**config.mk**
```make
export PLATFORM = sky130hd
export DESIGN_NAME = fpu_div
export DESIGN_NICKNAME = d
export VERILOG_FILES = /design/src/rtl/fpu_pkg.sv /design/src/rtl/fpu_round.sv /design/src/rtl/fpu_div.sv
export SDC_FILE = /design/constraint.sdc
export NUM_CORES = 2
export LEC_CHECK = 0
export CAP_MARGIN = 30
export CORE_MARGIN = 2
export CORE_UTILIZATION = 34
export CTS_CLUSTER_SIZE = 30
export DETAILED_ROUTE_END_ITERATION = 7
export DONT_BUFFER_PORTS = 1
export GPL_TIMING_DRIVEN = 0
export PLACE_DENSITY_LB_ADDON = 0.12
export SYNTH_ARGS = -nofsm -noshare
export SYNTH_HDL_FRONTEND = slang
export SYNTH_SLANG_ARGS = --single-unit
```
**constraint.sdc**
```tcl
create_clock -name i_clk -period 5.5 [get_ports i_clk]
set_input_delay 0.825 -clock i_clk [delete_from_list [all_inputs] [get_ports i_clk]]
set_output_delay 0.825 -clock i_clk [all_outputs]
set_load 0.05 [all_outputs]
```
**src/rtl/fpu_pkg.sv**
```systemverilog
// Shared FPU definitions: rounding-mode codes, field-width derivation and
// the divider's sequencer states.
package fpu_pkg;

    localparam logic [2:0] RM_RNE = 3'd0;
    localparam logic [2:0] RM_RTA = 3'd1;
    localparam logic [2:0] RM_RTP = 3'd2;
    localparam logic [2:0] RM_RTN = 3'd3;
    localparam logic [2:0] RM_RTZ = 3'd4;

    typedef enum logic [2:0] {IDLE, DIV, NORM, ROUND, DONE} divState_t;

    // Exponent field width for the supported operand widths (32/64/128).
    function automatic int expWidthOf(input int bitWidth);
        if (bitWidth == 32)      return 8;
        else if (bitWidth == 64) return 11;
        else                     return 15;
    endfunction

    // Significand width including the hidden bit.
    function automatic int sgnWidthOf(input int bitWidth);
        return bitWidth - expWidthOf(bitWidth);
    endfunction

endpackage

```
**src/rtl/fpu_round.sv**
```systemverilog
// Combinational rounder shared by the FPU divider and multiplier.
// Takes a normalized mantissa with guard/sticky and returns the rounded
// fraction field plus the carry-out into the exponent.
import fpu_pkg::*;

module fpu_round #(
    parameter int SGN_WIDTH = 24
) (
    input  logic [SGN_WIDTH-1:0] mantIn,
    input  logic                 guard,
    input  logic                 sticky,
    input  logic                 sign,
    input  logic [2:0]           mode,
    output logic [SGN_WIDTH-2:0] fracOut,
    output logic                 carry,
    output logic                 inexact
);

    logic roundUp;

    // Increment decision per rounding mode; unused codes behave as RNE.
    always_comb begin
        roundUp = 1'b0;
        case (mode)
            RM_RTA:  roundUp = guard;
            RM_RTP:  roundUp = ~sign & (guard | sticky);
            RM_RTN:  roundUp = sign & (guard | sticky);
            RM_RTZ:  roundUp = 1'b0;
            default: roundUp = guard & (sticky | mantIn[0]);
        endcase
    end

    // An all-ones mantissa wraps the fraction to zero and carries, i.e. 1.000...
    assign fracOut = mantIn[SGN_WIDTH-2:0] + {{(SGN_WIDTH-2){1'b0}}, roundUp};
    assign carry   = roundUp & (&mantIn);
    assign inexact = guard | sticky;

endmodule

```
**src/rtl/fpu_div.sv**
```systemverilog
// Iterative IEEE-754 divider, radix-2 restoring, one quotient bit per clock.
// Flush-to-zero, no denormals; same mode encoding as the FPU multiplier.
// Optional build macro FPU_DIV_EARLY_EXIT_EN: zero operands skip the divide
// loop and complete two cycles after accept (results unchanged).
import fpu_pkg::*;

module fpu_div #(
    parameter int BIT_WIDTH = 128
) (
    input  logic                 i_clk,
    input  logic                 i_rst_n,
    input  logic                 i_start,
    input  logic [2:0]           i_mode,
    input  logic [BIT_WIDTH-1:0] i_inputA,
    input  logic [BIT_WIDTH-1:0] i_inputB,
    output logic                 o_busy,
    output logic                 o_valid,
    output logic [BIT_WIDTH-1:0] o_output,
    output logic                 o_inexact,
    output logic                 o_div_by_zero
);

    localparam int EW    = expWidthOf(BIT_WIDTH);
    localparam int SW    = sgnWidthOf(BIT_WIDTH);
    localparam int FW    = SW - 1;
    localparam int BIAS  = 2**(EW-1) - 1;
    localparam int CNT_W = $clog2(SW + 2);
    localparam logic signed [EW+1:0] BIAS_E  = (EW+2)'(BIAS);
    localparam logic signed [EW+1:0] EXP_MAX = (EW+2)'((2**EW) - 1);

    divState_t state, nextState;

    logic                   signQ, zeroA, zeroB;
    logic [EW-1:0]          expA, expB;
    logic [SW-1:0]          mB;
    logic [SW:0]            rem;
    logic [SW+1:0]          quo;
    logic [2:0]             mode;
    logic [CNT_W-1:0]       cnt;
    logic [SW-1:0]          normMant;
    logic                   normGuard, normSticky;
    logic signed [EW+1:0]   normExp;

    logic                   accept, qBit;
    logic [SW:0]            remDiff, remNext;
    logic signed [EW+1:0]   expBase, expFin;
    logic [FW-1:0]          roundFrac;
    logic                   roundCarry, roundInexact;

    assign accept  = (state == IDLE) && i_start;
    assign o_busy  = (state != IDLE);
    assign o_valid = (state == DONE);

    // One restoring step: compare, conditionally subtract, then double.
    assign remDiff = rem - {1'b0, mB};
    assign qBit    = (rem >= {1'b0, mB});
    assign remNext = qBit ? remDiff : rem;

    assign expBase = $signed({2'b00, expA}) - $signed({2'b00, expB}) + BIAS_E;
    assign expFin  = normExp + $signed({{(EW+1){1'b0}}, roundCarry});

    fpu_round #(.SGN_WIDTH(SW)) uRound (
        .mantIn  (normMant),
        .guard   (normGuard),
        .sticky  (normSticky),
        .sign    (signQ),
        .mode    (mode),
        .fracOut (roundFrac),
        .carry   (roundCarry),
        .inexact (roundInexact)
    );

    // Sequencer state register.
    always_ff @(posedge i_clk or negedge i_rst_n) begin
        if (!i_rst_n) state <= IDLE;
        else          state <= nextState;
    end

`ifdef FPU_DIV_EARLY_EXIT_EN
    logic special;
    assign special = ~|i_inputA[BIT_WIDTH-2:0] | ~|i_inputB[BIT_WIDTH-2:0];
`endif

    // Next-state: fixed walk through the divide loop, NORM, ROUND, DONE.
    always_comb begin
        nextState = state;
        case (state)
            IDLE: begin
                if (i_start) begin
`ifdef FPU_DIV_EARLY_EXIT_EN
                    // Zero operands bypass the loop; NORM keeps valid at accept+2.
                    nextState = special ? NORM : DIV;
`else
                    nextState = DIV;
`endif
                end
            end
            DIV:     if (cnt == '0) nextState = NORM;
            NORM:    nextState = ROUND;
            ROUND:   nextState = DONE;
            DONE:    nextState = IDLE;
            default: nextState = IDLE;
        endcase
    end

    // Datapath: operand capture, divide loop, normalize, round/pack.
    always_ff @(posedge i_clk or negedge i_rst_n) begin
        if (!i_rst_n) begin
            signQ         <= 1'b0;
            zeroA         <= 1'b0;
            zeroB         <= 1'b0;
            expA          <= '0;
            expB          <= '0;
            mB            <= '0;
            rem           <= '0;
            quo           <= '0;
            mode          <= '0;
            cnt           <= '0;
            normMant      <= '0;
            normGuard     <= 1'b0;
            normSticky    <= 1'b0;
            normExp       <= '0;
            o_output      <= '0;
            o_inexact     <= 1'b0;
            o_div_by_zero <= 1'b0;
        end else begin
            if (accept) begin
                signQ <= i_inputA[BIT_WIDTH-1] ^ i_inputB[BIT_WIDTH-1];
                zeroA <= ~|i_inputA[BIT_WIDTH-2:0];
                zeroB <= ~|i_inputB[BIT_WIDTH-2:0];
                expA  <= i_inputA[BIT_WIDTH-2:FW];
                expB  <= i_inputB[BIT_WIDTH-2:FW];
                rem   <= {2'b01, i_inputA[FW-1:0]};
                mB    <= {1'b1, i_inputB[FW-1:0]};
                quo   <= '0;
                mode  <= i_mode;
                cnt   <= CNT_W'(SW + 1);
            end
            if (state == DIV) begin
                quo <= {quo[SW:0], qBit};
                rem <= remNext << 1;
                cnt <= cnt - 1'b1;
            end
            if (state == NORM) begin
                if (quo[SW+1]) begin
                    normMant   <= quo[SW+1:2];
                    normGuard  <= quo[1];
                    normSticky <= quo[0] | (|rem);
                    normExp    <= expBase;
                end else begin
                    normMant   <= quo[SW:1];
                    normGuard  <= quo[0];
                    normSticky <= |rem;
                    normExp    <= expBase - (EW+2)'(1);
                end
            end
            if (state == ROUND) begin
                o_div_by_zero <= zeroB;
                if (zeroA && zeroB) begin
                    o_output  <= {1'b0, {EW{1'b1}}, 1'b1, {(FW-1){1'b0}}};
                    o_inexact <= 1'b0;
                end else if (zeroB) begin
                    o_output  <= {signQ, {EW{1'b1}}, {FW{1'b0}}};
                    o_inexact <= 1'b0;
                end else if (zeroA) begin
                    o_output  <= {signQ, {(BIT_WIDTH-1){1'b0}}};
                    o_inexact <= 1'b0;
                end else if (expFin >= EXP_MAX) begin
                    o_output  <= {signQ, {EW{1'b1}}, {FW{1'b0}}};
                    o_inexact <= 1'b1;
                end else if (expFin <= 0) begin
                    o_output  <= {signQ, {(BIT_WIDTH-1){1'b0}}};
                    o_inexact <= 1'b1;
                end else begin
                    o_output  <= {signQ, expFin[EW-1:0], roundFrac};
                    o_inexact <= roundInexact;
                end
            end
        end
    end

endmodule

```
# After elaboration in Yosys (flattened, before gate mapping)
# Cells that the tools add are included.
[totals]
register_bits = 650
input_bits = 262
out_inout_bits = 132
word_cells = 85
[op_classes]
n_addsub = 7
n_lt_le_gt_ge = 3
eq_ne = 10
n_mux = 25
bitwise = 9
reduce_logical = 13
[op_table]
columns = ["op", "count"]
rows = [
  ["$mux W127", 4],
  ["$reduce_or A127 Y1", 2],
  ["$mux W115", 2],
  ["$mux W114", 2],
  ["$mux W113", 2],
  ["$mux W128", 1],
  ["$ge A114 B113 Y1", 1],
  ["$reduce_or A114 Y1", 1],
  ["$reduce_and A113 Y1", 1],
  ["$sub A113 B113 Y113", 1],
  ["$add A112 B1 Y112", 1],
  ["$add A16 B15 Y17 const B", 1],
  ["$add A17 B2 Y17", 1],
  ["$ge A17 B16 Y1 const B", 1],
  ["$le A17 B1 Y1 const B", 1],
  ["$mux W17", 1],
  ["$sub A17 B2 Y17 const B", 1],
  ["$sub A15 B15 Y16", 1],
  ["$mux W7", 2],
  ["$eq A3 B2 Y1 const B", 4],
  ["$pmux W3 S4", 1],
  ["$logic_not A7 Y1", 1],
  ["$mux W1", 7],
  ["$sub A7 B1 Y7 const B", 1],
  ["15 further kinds", 26],
]

# Logic depth before layout (Yosys ltp)
[logic_depth]
word_depth = 11
depth_mapped = 22
mapped_depth_nobuf = 20

# Cells and area by module
# A second synthesis with hierarchy kept.
[unflattened]
cells_unflattened = 4757
hier_area_um2 = 40147.3
[by_module_without_submodules]
columns = ["mod", "n_inst", "cells_each", "area_per_inst_um2", "seq_area_each_um2"]
rows = [
  ["fpu_div", 1, 4290, 37129.4, 16265.6],
  ["fpu_round", 1, 467, 3017.9, 0.0],
]

# Worst setup path after synthesis
# No wires, ideal clock.
[synth_timing]
kind = "flip-flop to flip-flop"
from = "register normMant[72]"
to = "register o_output[100]"
setup_time_ps = 133
arrival_ps = 4490
required_ps = 5367
path_slack_ps = 877
path_stages_with_launch = 21
n_path_buf = 2
synth_period_minus_slack_ps = 4623
path_cell_list = "dfrtp_1 and4_1 and4_1 and3_1 nand4_1 nor3_1 nand2_1 nor4_1 ha_1 nand4_1 nor2_1 and2_1 nand3_1 xor2_1 nand2_1 o31ai_1 nand2b_1 or4_1 buf_2 clkbuf_1 o21ai_0"
[synth_via]
elab_chain_len = 9
word_cells_on_any_way = 11
classes_between = "add/sub: 2; order compare: 2; mux: 5; bitwise: 1; reduce/logical: 1"
[synth_lines]
columns = ["element", "line", "source"]
rows = [
  ["start: declaration", "fpu_div.sv:40", "logic [SW-1:0] normMant;"],
  ["start signal: assignment", "fpu_div.sv:146", "normMant <= quo[SW+1:2];"],
  ["start signal: assignment", "fpu_div.sv:151", "normMant <= quo[SW:1];"],
  ["$reduce_and A113 Y1", "fpu_round.sv:35", "assign carry = roundUp & (&mantIn);"],
  ["$and A1 B1 Y1", "fpu_round.sv:35", ""],
  ["$add A17 B2 Y17", "fpu_div.sv:60", "assign expFin = normExp + $signed({{(EW+1){1'b0}}, roundCarry});"],
  ["$le A17 B1 Y1", "fpu_div.sv:171", "end else if (expFin <= 0) begin"],
  ["$mux W127", "fpu_div.sv:171", ""],
  ["$mux W127 (*)", "fpu_div.sv:168", "end else if (expFin >= EXP_MAX) begin"],
  ["$mux W127 (*)", "fpu_div.sv:165", "end else if (zeroA) begin"],
  ["$mux W127 (*)", "fpu_div.sv:162", "end else if (zeroB) begin"],
  ["$mux W128 (*)", "fpu_div.sv:159", "if (zeroA && zeroB) begin"],
  ["end signal: assignment", "fpu_div.sv:160", "o_output <= {1'b0, {EW{1'b1}}, 1'b1, {(FW-1){1'b0}}};"],
  ["end signal: assignment", "fpu_div.sv:163", "o_output <= {signQ, {EW{1'b1}}, {FW{1'b0}}};"],
  ["end signal: assignment", "fpu_div.sv:166", "o_output <= {signQ, {(BIT_WIDTH-1){1'b0}}};"],
  ["end: declaration", "fpu_div.sv:18", "output logic [BIT_WIDTH-1:0] o_output,"],
]
# Every way passes the cells marked *; elsewhere a longest branch is shown, timed or not.
# A chain may end at the register's enable or synchronous reset.

# Final worst setup path
[layout_timing]
from = "register rem[13]"
to = "register rem[45]"
[layout_via]
elab_chain_len = 3
word_cells_on_any_way = 4
classes_between = "add/sub: 1; order compare: 1; mux: 2"
[layout_lines]
columns = ["element", "line", "source"]
rows = [
  ["start: declaration", "fpu_div.sv:36", "logic [SW:0] rem;"],
  ["start signal: assignment", "fpu_div.sv:133", "rem <= {2'b01, i_inputA[FW-1:0]};"],
  ["start signal: assignment", "fpu_div.sv:141", "rem <= remNext << 1;"],
  ["$sub A113 B113 Y113 or $ge A114 B113 Y1 (tied branches)", "fpu_div.sv:55, fpu_div.sv:56", ""],
  ["$mux W113 (*)", "fpu_div.sv:57", "assign remNext = qBit ? remDiff : rem;"],
  ["$mux W114 (*)", "fpu_div.sv:139", "if (state == DIV) begin"],
]
# Marked as above.

==> summary.md <==
| Metric | Value |
|---|---|
| Async set-reset flop share out of synthesis | `between 90% and 100%` |
| Int Power | `between 15 and 20 mW` |
| # rows | `124` |
| Post-synth top area cell | `dfrtp_1` |
| Die Ht | `343.0 µm` |
| Post-Syn Area | `a little under 40000 µm²` |
| Clk_lat worst skew | `between 600 and 700 ps` |
| FF-to-FF path depth | `14` |
| Top-area cell type share of the netlist area | `41.63%` |
| Yosys warnings | `0` |
| RSZ-0062 raised after global routing | `no` |
| Worst r2r src | `rem[13]` |
| Seq pwr share | `25.0%` |
| Flop and latch count out of synthesis | `650` |
| Final Worst Setup Slack | `around 240 ps` |
| Reg2reg end | `rem[45]` |
| Critical Path End Type | `flip-flop` |
| Global-route wire length before repair | `230100 µm` |
| Post-route DRC | `0` |
| Power share of the clock group | `18.6%` |
| Net Sw Frac | `about half` |
| CP cell instances | `ha_1 -> clkbuf_1 -> a21o_1 -> a311oi_1 -> or3_1 -> nand3_1 -> o2111ai_2 -> a21oi_1 -> a21oi_1 -> a21o_1 -> clkbuf_1 -> clkdlybuf4s15_1 -> nand2_1 -> a31oi_1` |
| Slew Limit Fails | `slightly below 100` |
| Worst Hold Class | `input port to async pin` |
| Clock root buffer | `clkbuf_16` |
| Post-Syn Area per Cell | `8.206 µm²` |
| Tot GR Track Use | `25.98%` |
| Worst-path maximum fanout | `10` |
| CP Launch Point | `rem[13]` |
| DR vias | `35360` |
| Largest net degree at the start of global routing | `651` |
| I/O Buffers | `0` |
| Hold_ws | `around 2.3 ps` |
| Die area | `117600 µm²` |
| CTS sink cnt | `650` |
| DR pass1 iterations | `5` |
| Worst path required time | `just over 6000 ps` |
| Mean routed wirelength per cell | `23.95 µm` |
| Vias in the first global route | `35330` |
| Initial DRC Count | `2415` |
| Post-DP HPWL | `121800 µm` |
| Total gr overflow | `0` |
| WS Path Type | `flip-flop to flip-flop` |
| Top cells by area, synth | `dfrtp_1 (42%), nand2_1 (11%), o21ai_0 (6.6%)` |
| Worst Clk Skew | `62.52 ps` |
| Synthesized Nets | `5161` |
| Worst setup path endpoint | `rem[45]` |
| Final setup fails | `0` |
| Worst slew pin tran | `1599 ps` |
| Setup TNS | `0 ps` |
| Drt total wl | `155300 µm` |
| Final core occ | `39.00%` |
| Worst R2R Setup Slack | `240 ps` |
| I/O pin total | `~390` |
| Gpl congestion | `0.9468` |
| Net switching power | `between 10 and 15 mW` |
| Critical Path AT | `5860 ps` |
| Count leader, synth | `nand2_1` |
| Dpl ws | `-1198 ps` |
| H-tree Lvls | `3` |
| Most instantiated cells after synthesis | `nand2_1 (1106), dfrtp_1 (650), o21ai_0 (519)` |
| Fin. Hold Viols | `0` |
| Longest Clk Path Bufs | `3` |
| Inserted Clock Buffers | `83` |
| Highest clock rate | `0.1900 GHz` |
| Worst setup SP type | `flip-flop` |
| Drt via density | `5.454` |
| Post-synthesis to final-layout area growth | `13.98%` |
| CTS tree | `done` |
| Critical path's largest stage delay | `790 ps` |
| Reg clk slew, reported paths | `60 ps` |
| Slew HR | `-6.572%` |
| Nets@finish | `5285` |
| Failing checks | `slew limit` |
| Post-synth cell types | `79` |
| Sequential fraction of the synthesis area | `41.63%` |
| Initial antenna violation count | `23` |
| Chip Width | `343.0 µm` |
| Starting Density | `34.22%` |
| CP max-delay cell | `clkdlybuf4s15_1` |
| Final Critical Period | `5264 ps` |
| Pleak | `about 19 nW` |
| Tcrit/Tclk final | `95.71%` |
| ANT nets after route | `0` |
| Max-cap viol count | `0` |
| Status | `finished with violations` |
| Main synth FF type | `dfrtp_1` |
| Peak VDD IR | `0.3283 mV` |
| Logic pwr share | `a little under three fifths` |
| Syn Inst Count | `4761` |
| Pwr Density | `695.3 nW/µm²` |
| Number of synthesized flops with an enable pin | `0` |
| Area of the core | `114200 µm²` |
| Share of layout cells above drive strength 1 | `4.869%` |
-- layout make-up --
class / count / area, µm²
Sequential cell: 650 / 16270
Clock buffer: 124 / 2482
Tap cell: 1512 / 1892
Inverter: 183 / 686.9
Multi-Input combinational cell: 3660 / 21280
Timing Repair Buffer: 39 / 402.9
Antenna cell: 21 / 52.55
Buffer: 268 / 1051
Fill cell: 12040 / 69660
Clock inverter: 26 / 414.1
-- routing by layer --
metal  vias to the layer above  GRT usage [%]  wire [µm]
met5                         -              0        195
met4                        28          10.94       6887
met3                       260          6.932      11820
met2                      1085          42.15      71100
met1                     16960          32.60      65300
li1                      17020              -          -
-- how the worst min path moves through the flow --
stage | startpoint | to | slack, ps | cells past startpoint
CTS | i_rst_n | o_output[13] | -140 | 0
floorplan | mB[112] | mB[112] | 420 | 2
global placement | mB[112] | mB[112] | 450 | 2
detailed placement | mB[112] | mB[112] | 450 | 2
global route | i_rst_n | normExp[6] | -50 | 0
finish | i_rst_n | normExp[6] | 2 | 0
-- power groups by stage --
stage	combinational [mW]	clock, mW	sequential [mW]
global route	19.4	6.13	7.91
CTS	17.1	5.92	7.70
floorplan	12.5	0	7.27
finish	17.5	5.77	7.73
detailed placement	17.0	0	7.78
global placement	16.9	0	7.76
-- critical path: cells and delay by family (launching register included) --
kind	cells	cell delay [ps]
flip-flops	1	420
AO/OA/AOI/OAI	7	2290
AND/OR/NAND/NOR	3	600
buffers and inverters	3	1570
adder cells (fa/ha/maj)	1	280
-- registers in the layout, summed over array words and instances (netlist names) --
name,count
normGuard,1
mode,3
state,3
normSticky,1
zeroB,1
o_output,128
o_div_by_zero,1
quo,115
o_inexact,1
expB,15
normExp,17
expA,15
zeroA,1
signQ,1
mB,113
normMant,113
cnt,7
rem,114
-- what timing repair did --
| item | CTS | global route |
|---|---|---|
| endpoints found under the setup margin | 137 | 131 |
| buffers inserted | 0 | 5 |
| gates resized for setup | 24 | 25 |
| endpoints found under the hold margin | 650 | 125 |
| pin swaps | 1 | 3 |
-- cell families after synthesis --
group / Yosys count / synth area share [%]
AND/OR/NAND/NOR: 1970 / 22.71
AO/OA/AOI/OAI: 1159 / 17.62
flip-flops: 650 / 41.63
buffers and inverters: 451 / 4.346
XOR/XNOR: 261 / 5.851
adder cells (fa/ha/maj): 138 / 4.458
multiplexers: 132 / 3.388
-- through the flow --
step                cells  power [mW]  cell area [µm²]
floorplan            4761       19.80            39070
global placement     6273       24.71            40960
detailed placement   6304       24.75            41310
CTS                  6454       30.75            44290
global route         6474       33.40            44510
finish               6483       30.96            44530
-- cell usage in the layout, fill, tap and decap left out, drive strengths merged, types with 59 or more instances in the layout --
cell type  netlist  layout
inv            181     184
mux2i          130     130
xor2           138     138
dfrtp          650     650
nand3          201     201
nor4           113     113
nand4           93      93
ha             136     136
xnor2          123     123
a21o            63      63
nor2           200     200
buf             20      59
o21ai          523     523
clkbuf         248     370
and3            62      62
a31oi           88      88
nand2         1106    1106
a21oi          232     232
Note: power is estimated with default switching activity, not from simulation.
